File: src/rtl/trap_sequencer_pkg.sv
// Shared definitions for the machine-mode trap sequencer: FSM states,
// cause codes, mtvec mode values and the trap target computation.
package trap_sequencer_pkg;

    typedef enum logic [1:0] {
        ST_IDLE  = 2'd0,
        ST_TRAP  = 2'd1,
        ST_REDIR = 2'd2,
        ST_DRAIN = 2'd3
    } trap_state_e;

    localparam logic [4:0] CAUSE_ILLEGAL = 5'd2;
    localparam logic [4:0] CAUSE_MSI     = 5'd3;
    localparam logic [4:0] CAUSE_MTI     = 5'd7;
    localparam logic [4:0] CAUSE_ECALL   = 5'd11;
    localparam logic [4:0] CAUSE_MEI     = 5'd11;

    localparam logic [1:0] MTVEC_VECTORED = 2'b01;

    // Vectored mode offsets the base by the cause for interrupts only;
    // exceptions and the reserved modes always land on the base.
    function automatic logic [29:0] trap_target(input logic [31:0] mtvec,
                                                input logic        is_irq,
                                                input logic [4:0]  cause);
        if (is_irq && (mtvec[1:0] == MTVEC_VECTORED))
            return mtvec[31:2] + {25'b0, cause};
        return mtvec[31:2];
    endfunction

endpackage

File: src/rtl/trap_sequencer_irq_sync.sv
// Multi-stage synchronizer for an asynchronous level input.
module irq_sync #(
    parameter int unsigned STAGES = 2
) (
    input  logic clk,
    input  logic rst_n,
    input  logic async_in,
    output logic sync_out
);

    logic [STAGES-1:0] sync_q;
    logic [STAGES-1:0] sync_d;

    // Shift the raw input into the chain one stage per cycle.
    always_comb begin
        sync_d    = sync_q << 1;
        sync_d[0] = async_in;
    end

    // Synchronizer flops, cleared by reset.
    always_ff @(posedge clk or negedge rst_n) begin
        if (!rst_n) sync_q <= '0;
        else        sync_q <= sync_d;
    end

    assign sync_out = sync_q[STAGES-1];

endmodule

File: src/rtl/trap_sequencer.sv
// Machine-mode trap controller: arbitrates exceptions and interrupts,
// pulses the CSR file, redirects fetch and flushes the pipeline.
module trap_sequencer
    import trap_sequencer_pkg::*;
#(
    parameter int unsigned SYNC_STAGES  = 2,
    parameter int unsigned DRAIN_CYCLES = 2
) (
    input  logic        clk,
    input  logic        rst_n,
    input  logic        ext_irq,
    input  logic        soft_irq,
    input  logic        timer_irq,
    input  logic        csr_rmie,
    input  logic        csr_meie,
    input  logic        csr_msie,
    input  logic        csr_mtie,
    input  logic        illegal_ops_ex,
    input  logic        cmd_ecall_ex,
    input  logic        cmd_mret_ex,
    input  logic        stall,
    input  logic [31:0] csr_mtvec,
    input  logic [29:0] csr_mepc_ex,
    output logic        g_interrupt,
    output logic        g_exception,
    output logic [4:0]  trap_cause,
    output logic        pc_redirect,
    output logic [29:0] redirect_pc,
    output logic        flush_pipe,
    output logic        trap_busy
);

    localparam int unsigned CW = $clog2(DRAIN_CYCLES + 1);

    trap_state_e state_q, state_d;
    logic [4:0]    cause_q, cause_d;
    logic          is_irq_q, is_irq_d;
    logic [29:0]   target_q, target_d;
    logic [CW-1:0] cnt_q, cnt_d;

    logic       ext_s;
    logic [2:0] irq_pend;
    logic       take_trap;
    logic       take_irq;
    logic [4:0] new_cause;

    irq_sync #(.STAGES(SYNC_STAGES)) u_ext_sync (
        .clk      (clk),
        .rst_n    (rst_n),
        .async_in (ext_irq),
        .sync_out (ext_s)
    );

    // Prioritise events in IDLE, advance the fixed-length sequence, drive outputs.
    always_comb begin
        state_d     = state_q;
        cause_d     = cause_q;
        is_irq_d    = is_irq_q;
        target_d    = target_q;
        cnt_d       = cnt_q;
        take_trap   = 1'b0;
        take_irq    = 1'b0;
        new_cause   = cause_q;
        irq_pend    = {ext_s & csr_meie, soft_irq & csr_msie, timer_irq & csr_mtie};

        g_interrupt = 1'b0;
        g_exception = 1'b0;
        pc_redirect = 1'b0;
        redirect_pc = '0;
        flush_pipe  = 1'b0;
        trap_busy   = (state_q != ST_IDLE);

        unique case (state_q)
            ST_IDLE: begin
                if (!stall) begin
                    if (illegal_ops_ex) begin
                        take_trap = 1'b1;
                        new_cause = CAUSE_ILLEGAL;
                    end else if (cmd_ecall_ex) begin
                        take_trap = 1'b1;
                        new_cause = CAUSE_ECALL;
                    end else if (cmd_mret_ex) begin
                        state_d  = ST_REDIR;
                        target_d = csr_mepc_ex;
                    end else if (csr_rmie && (irq_pend != 3'b000)) begin
                        take_trap = 1'b1;
                        take_irq  = 1'b1;
                        if (irq_pend[2])      new_cause = CAUSE_MEI;
                        else if (irq_pend[1]) new_cause = CAUSE_MSI;
                        else                  new_cause = CAUSE_MTI;
                    end
                end
                if (take_trap) begin
                    state_d  = ST_TRAP;
                    cause_d  = new_cause;
                    is_irq_d = take_irq;
                    target_d = trap_target(csr_mtvec, take_irq, new_cause);
                end
            end
            ST_TRAP: begin
                g_interrupt = is_irq_q;
                g_exception = !is_irq_q;
                state_d     = ST_REDIR;
            end
            ST_REDIR: begin
                pc_redirect = 1'b1;
                redirect_pc = target_q;
                flush_pipe  = 1'b1;
                cnt_d       = CW'(DRAIN_CYCLES - 1);
                state_d     = ST_DRAIN;
            end
            ST_DRAIN: begin
                flush_pipe = 1'b1;
                if (cnt_q == '0) state_d = ST_IDLE;
                else             cnt_d   = cnt_q - 1'b1;
            end
            default: state_d = ST_IDLE;
        endcase
    end

    // State, latched cause and redirect target.
    always_ff @(posedge clk or negedge rst_n) begin
        if (!rst_n) begin
            state_q  <= ST_IDLE;
            cause_q  <= '0;
            is_irq_q <= 1'b0;
            target_q <= '0;
            cnt_q    <= '0;
        end else begin
            state_q  <= state_d;
            cause_q  <= cause_d;
            is_irq_q <= is_irq_d;
            target_q <= target_d;
            cnt_q    <= cnt_d;
        end
    end

    assign trap_cause = cause_q;

endmodule
File: config.mk
export PLATFORM = sky130hd
export DESIGN_NAME = trap_sequencer
export DESIGN_NICKNAME = d
export VERILOG_FILES = /design/src/rtl/trap_sequencer_pkg.sv /design/src/rtl/trap_sequencer_irq_sync.sv /design/src/rtl/trap_sequencer.sv
export SDC_FILE = /design/constraint.sdc
export NUM_CORES = 1
export LEC_CHECK = 0
export ABC_CLOCK_PERIOD_IN_PS = 3790
export BUFFER_PORTS_ARGS = -buffer_cell sky130_fd_sc_hd__buf_2
export CAP_MARGIN = 5
export CORE_AREA = 2 2 90 92
export DETAILED_ROUTE_END_ITERATION = 12
export DIE_AREA = 0 0 92 94
export MAX_ROUTING_LAYER = met4
export PLACE_DENSITY = 0.67
export SYNTH_ARGS = -nofsm -noshare
export SYNTH_HDL_FRONTEND = slang
export SYNTH_SLANG_ARGS = --single-unit
File: constraint.sdc
create_clock -name clk -period 3.79 [get_ports clk]
set_input_delay 0.1895 -clock clk [delete_from_list [all_inputs] [get_ports clk]]
set_output_delay 0.1895 -clock clk [all_outputs]
set_load 0.01 [all_outputs]
==> impl_results.md <==
- Status: finished clean
- CP Max Fanout: 5
- RSZ-0062 raised after global routing: false
- Setup WS pre-CTS: approximately 0.57 ns
- Design Power: about 2.1 mW
- Most frequent cells after synthesis: nor2_1, dfrtp_1, and2_1
- # port buffers: ~110
- Top-count cell post-synth: nor2_1
- CP Capture Point: target_q[28]$_DFFE_PN0P_
- VDD IR max: just under 200 uV
- Syn Inst Count: 378
- CTS Sinks: between 40 and 50
- Final min period: 3.24 ns
- Reg2reg start: u_ext_sync.sync_q[1]$_DFF_PN0_
- Die Wd: roughly 90 um
- Max H-tree Level: 2
- Crit path depth: 13
- Post-Route WL: approximately 8.7 mm
- Pins over their slew limit: 0
- Pwr dens: between 500 and 600 nW/um^2
- Via Count: roughly 3000
- Die Area: roughly 8600 sq um
- WL per Instance: roughly 15 um
- Fmax: 308 MHz
- CP Buf/Inv Count: 2
- Initial antenna violation count: 0
- Clock root buffer: clkbuf_8
- Setup WS post-layout: approximately 0.55 ns
- Mapped Area: approximately 3000 sq um
- Ys async rst share: 100%
- Type of the worst min-delay path: input port to asynchronous set/reset pin
- CTS max path bufs: 2
- Post-route DRC: 0
- Fin util: slightly below 50%
- Crit. End Element: flip-flop
- 1st-pass router iterations: 4
- Startpoint types: flip-flop
- Layout cell share with drive strength beyond 1: between 20 and 30%
- Worst setup path startpoint: u_ext_sync.sync_q[1]$_DFF_PN0_
- Max-slew headroom: roughly a third
- Num rows: 32
- Number of global-route vias before repair: 2930
- Crit-path leading delay family: simple AND/OR/NAND/NOR gates
- Grt total ovfl: 0
- Distinct cells, synth: 46
- Core area: between 7000 and 8000 sq um
- Seq/Total Area, Yosys: a little over a third
- Area added between synthesis and finish: 25.1%
- R2r setup slk: approximately 0.55 ns
- HPWL after DPL: roughly 6.6 mm
- Net Count, Synth: approximately 470
- Critical path, cell by cell: a222oi_1 > buf_4 > or2_2 > a21o_1 > nand2b_1 > inv_1 > fa_1 > nand2b_1 > o21ai_0 > nand2_1 > nor3_1 > xnor2_1 > o22ai_1
- Post-synth EDFFs: 0
- Least-Margin Pin Slew: 1.00 ns
- Share of the synthesized area in the top cell type: a little over a third
- Synth Register Bits: 42
- Slowest CP cell: o21ai_0
- CTS Buf Count: 5
- Die H: approximately 94 um
- Global-route wire length before repair: 14.1 mm
- Worst path max stage delay: between 0.4 and 0.5 ns
- Final Hold Vio Count: 0
- Worst-path clk slew: approximately 0.08 ns
- Setup tns final: 0 ns
- Maximum Capacitance Violations: 0
- Clock Skew: about 0.0026 ns
- Gpl congestion: 0.936
- Vias per inst: 5.11
- Area contributors post-synth: dfrtp_1, and2_1, xnor2_1, nor2_1, o21ai_0
- Initial Util: between 30% and 40%
- Cell leakage power: about 1.8 nW
- Post-Syn Area per Cell: between 7 and 8 sq um
- Critical Path AT: between 3 and 4 ns
- Setup violations, final: 0
- Final Cycle Share: 85.6%
- Worst Path Required: a little under 4 ns
- Ant. Diodes: 0
- Layout Nets: roughly 580
- Reg2Reg Depth: 13
- Clock latency on the worst-skew pair: 0.29 ns
- Kind of critical path: flip-flop to flip-flop
- DRT iter0 DRCs: around 110
- Yosys Warn Count: 0
- GRT Resource Usage Total: 21.0%
- Synth Flop Type: dfrtp_1
- Final ANT Viol Nets: 0
- Cell taking the most area after synthesis: dfrtp_1
- Largest net degree at the start of global routing: 43
- Crit-path most repeated cell: nand2b_1
- Ports: around 120
- Reg2reg end: target_q[28]$_DFFE_PN0P_
- CTS tree: built
## cells by family (layout without fill, tap and decap cells)
kind of cell | after synthesis | in the layout | share of synthesized area [%]
muxes | 2 | 2 | 0.664
DFF | 42 | 42 | 34.9
adders and majority gates | 12 | 12 | 5.23
and+or+nand+nor | 171 | 171 | 29.3
xor gates and xnor gates | 26 | 26 | 7.55
buffers and inverters | 31 | 142 | 4.44
AOI/OAI and AO/OA | 94 | 94 | 18.0
## final cells by class
| type | instances | area, sq um |
|---|---|---|
| multi-input cells | 305 | 1830 |
| fillers | 788 | 3830 |
| repair buffers | 120 | 618 |
| inverters | 14 | 52.6 |
| clock inverters | 1 | 5.00 |
| well taps | 102 | 128 |
| clock buffers | 7 | 86.3 |
| flip-flops and latches | 42 | 1050 |
## per-stage QoR
step                      hold slack, ns  instance area (sq um)  cells
after floorplan                   -0.106                   3020    378
after global placement             0.299                   3670    582
after detailed placement           0.307                   3670    582
after CTS                         0.0795                   3770    591
after global routing               0.131                   3770    591
final                             0.0570                   3770    591
## registers in the layout (all words and copies together) (netlist names)
register           flops
cnt_q                  2
target_q              30
is_irq_q               1
state_q                2
u_ext_sync.sync_q      2
trap_cause             5
## how the worst min path moves through the flow
stage / startpoint / end / slack (ns) / cells after the start
2_1_floorplan: rst_n / cnt_q[0]$_DFFE_PN0P_ / -0.11 / 0
3_3_place_gp: ext_irq / u_ext_sync.sync_q[0]$_DFF_PN0_ / 0.30 / 1
3_5_place_dp: ext_irq / u_ext_sync.sync_q[0]$_DFF_PN0_ / 0.31 / 1
4_1_cts: rst_n / u_ext_sync.sync_q[1]$_DFF_PN0_ / 0.08 / 1
5_1_grt: rst_n / u_ext_sync.sync_q[1]$_DFF_PN0_ / 0.13 / 1
6_report: rst_n / u_ext_sync.sync_q[1]$_DFF_PN0_ / 0.06 / 1
## metal layers
layer  up-vias  GRT usage, %  wire, um
li1       1523             -         -
met1      1418          27.5      3870
met2        74          34.4      4360
met3         5          2.89       428
met4         0          5.72        70
met5         -             -         0
## repair_timing
action                                 in CTS  in global routing
hold buffers                                1                  0
gates resized for setup                     0                  0
endpoints found under the hold margin       1                  0
buffers inserted                            0                  0
## power by group
group | leakage [nW] | switching [mW] | internal (mW)
logic | 1.21 | 0.590 | 0.460
clock network | 0.0482 | 0.155 | 0.147
registers | 0.502 | 0.106 | 0.648
total | 1.76 | 0.852 | 1.26
## placed cells by master (no fill, tap or decap), drive strengths merged, types with 7 or more instances in the layout
master	netlist	routed
nand2	32	32
dfrtp	42	42
nor3	10	10
ha	11	11
buf	4	119
and2	33	33
o21ai	34	34
nand4	8	8
o22ai	15	15
inv	14	14
clkbuf	13	7
nand3	14	14
nor2	51	51
xnor2	23	23
a21oi	27	27
Power figures use the tool's default switching activity.
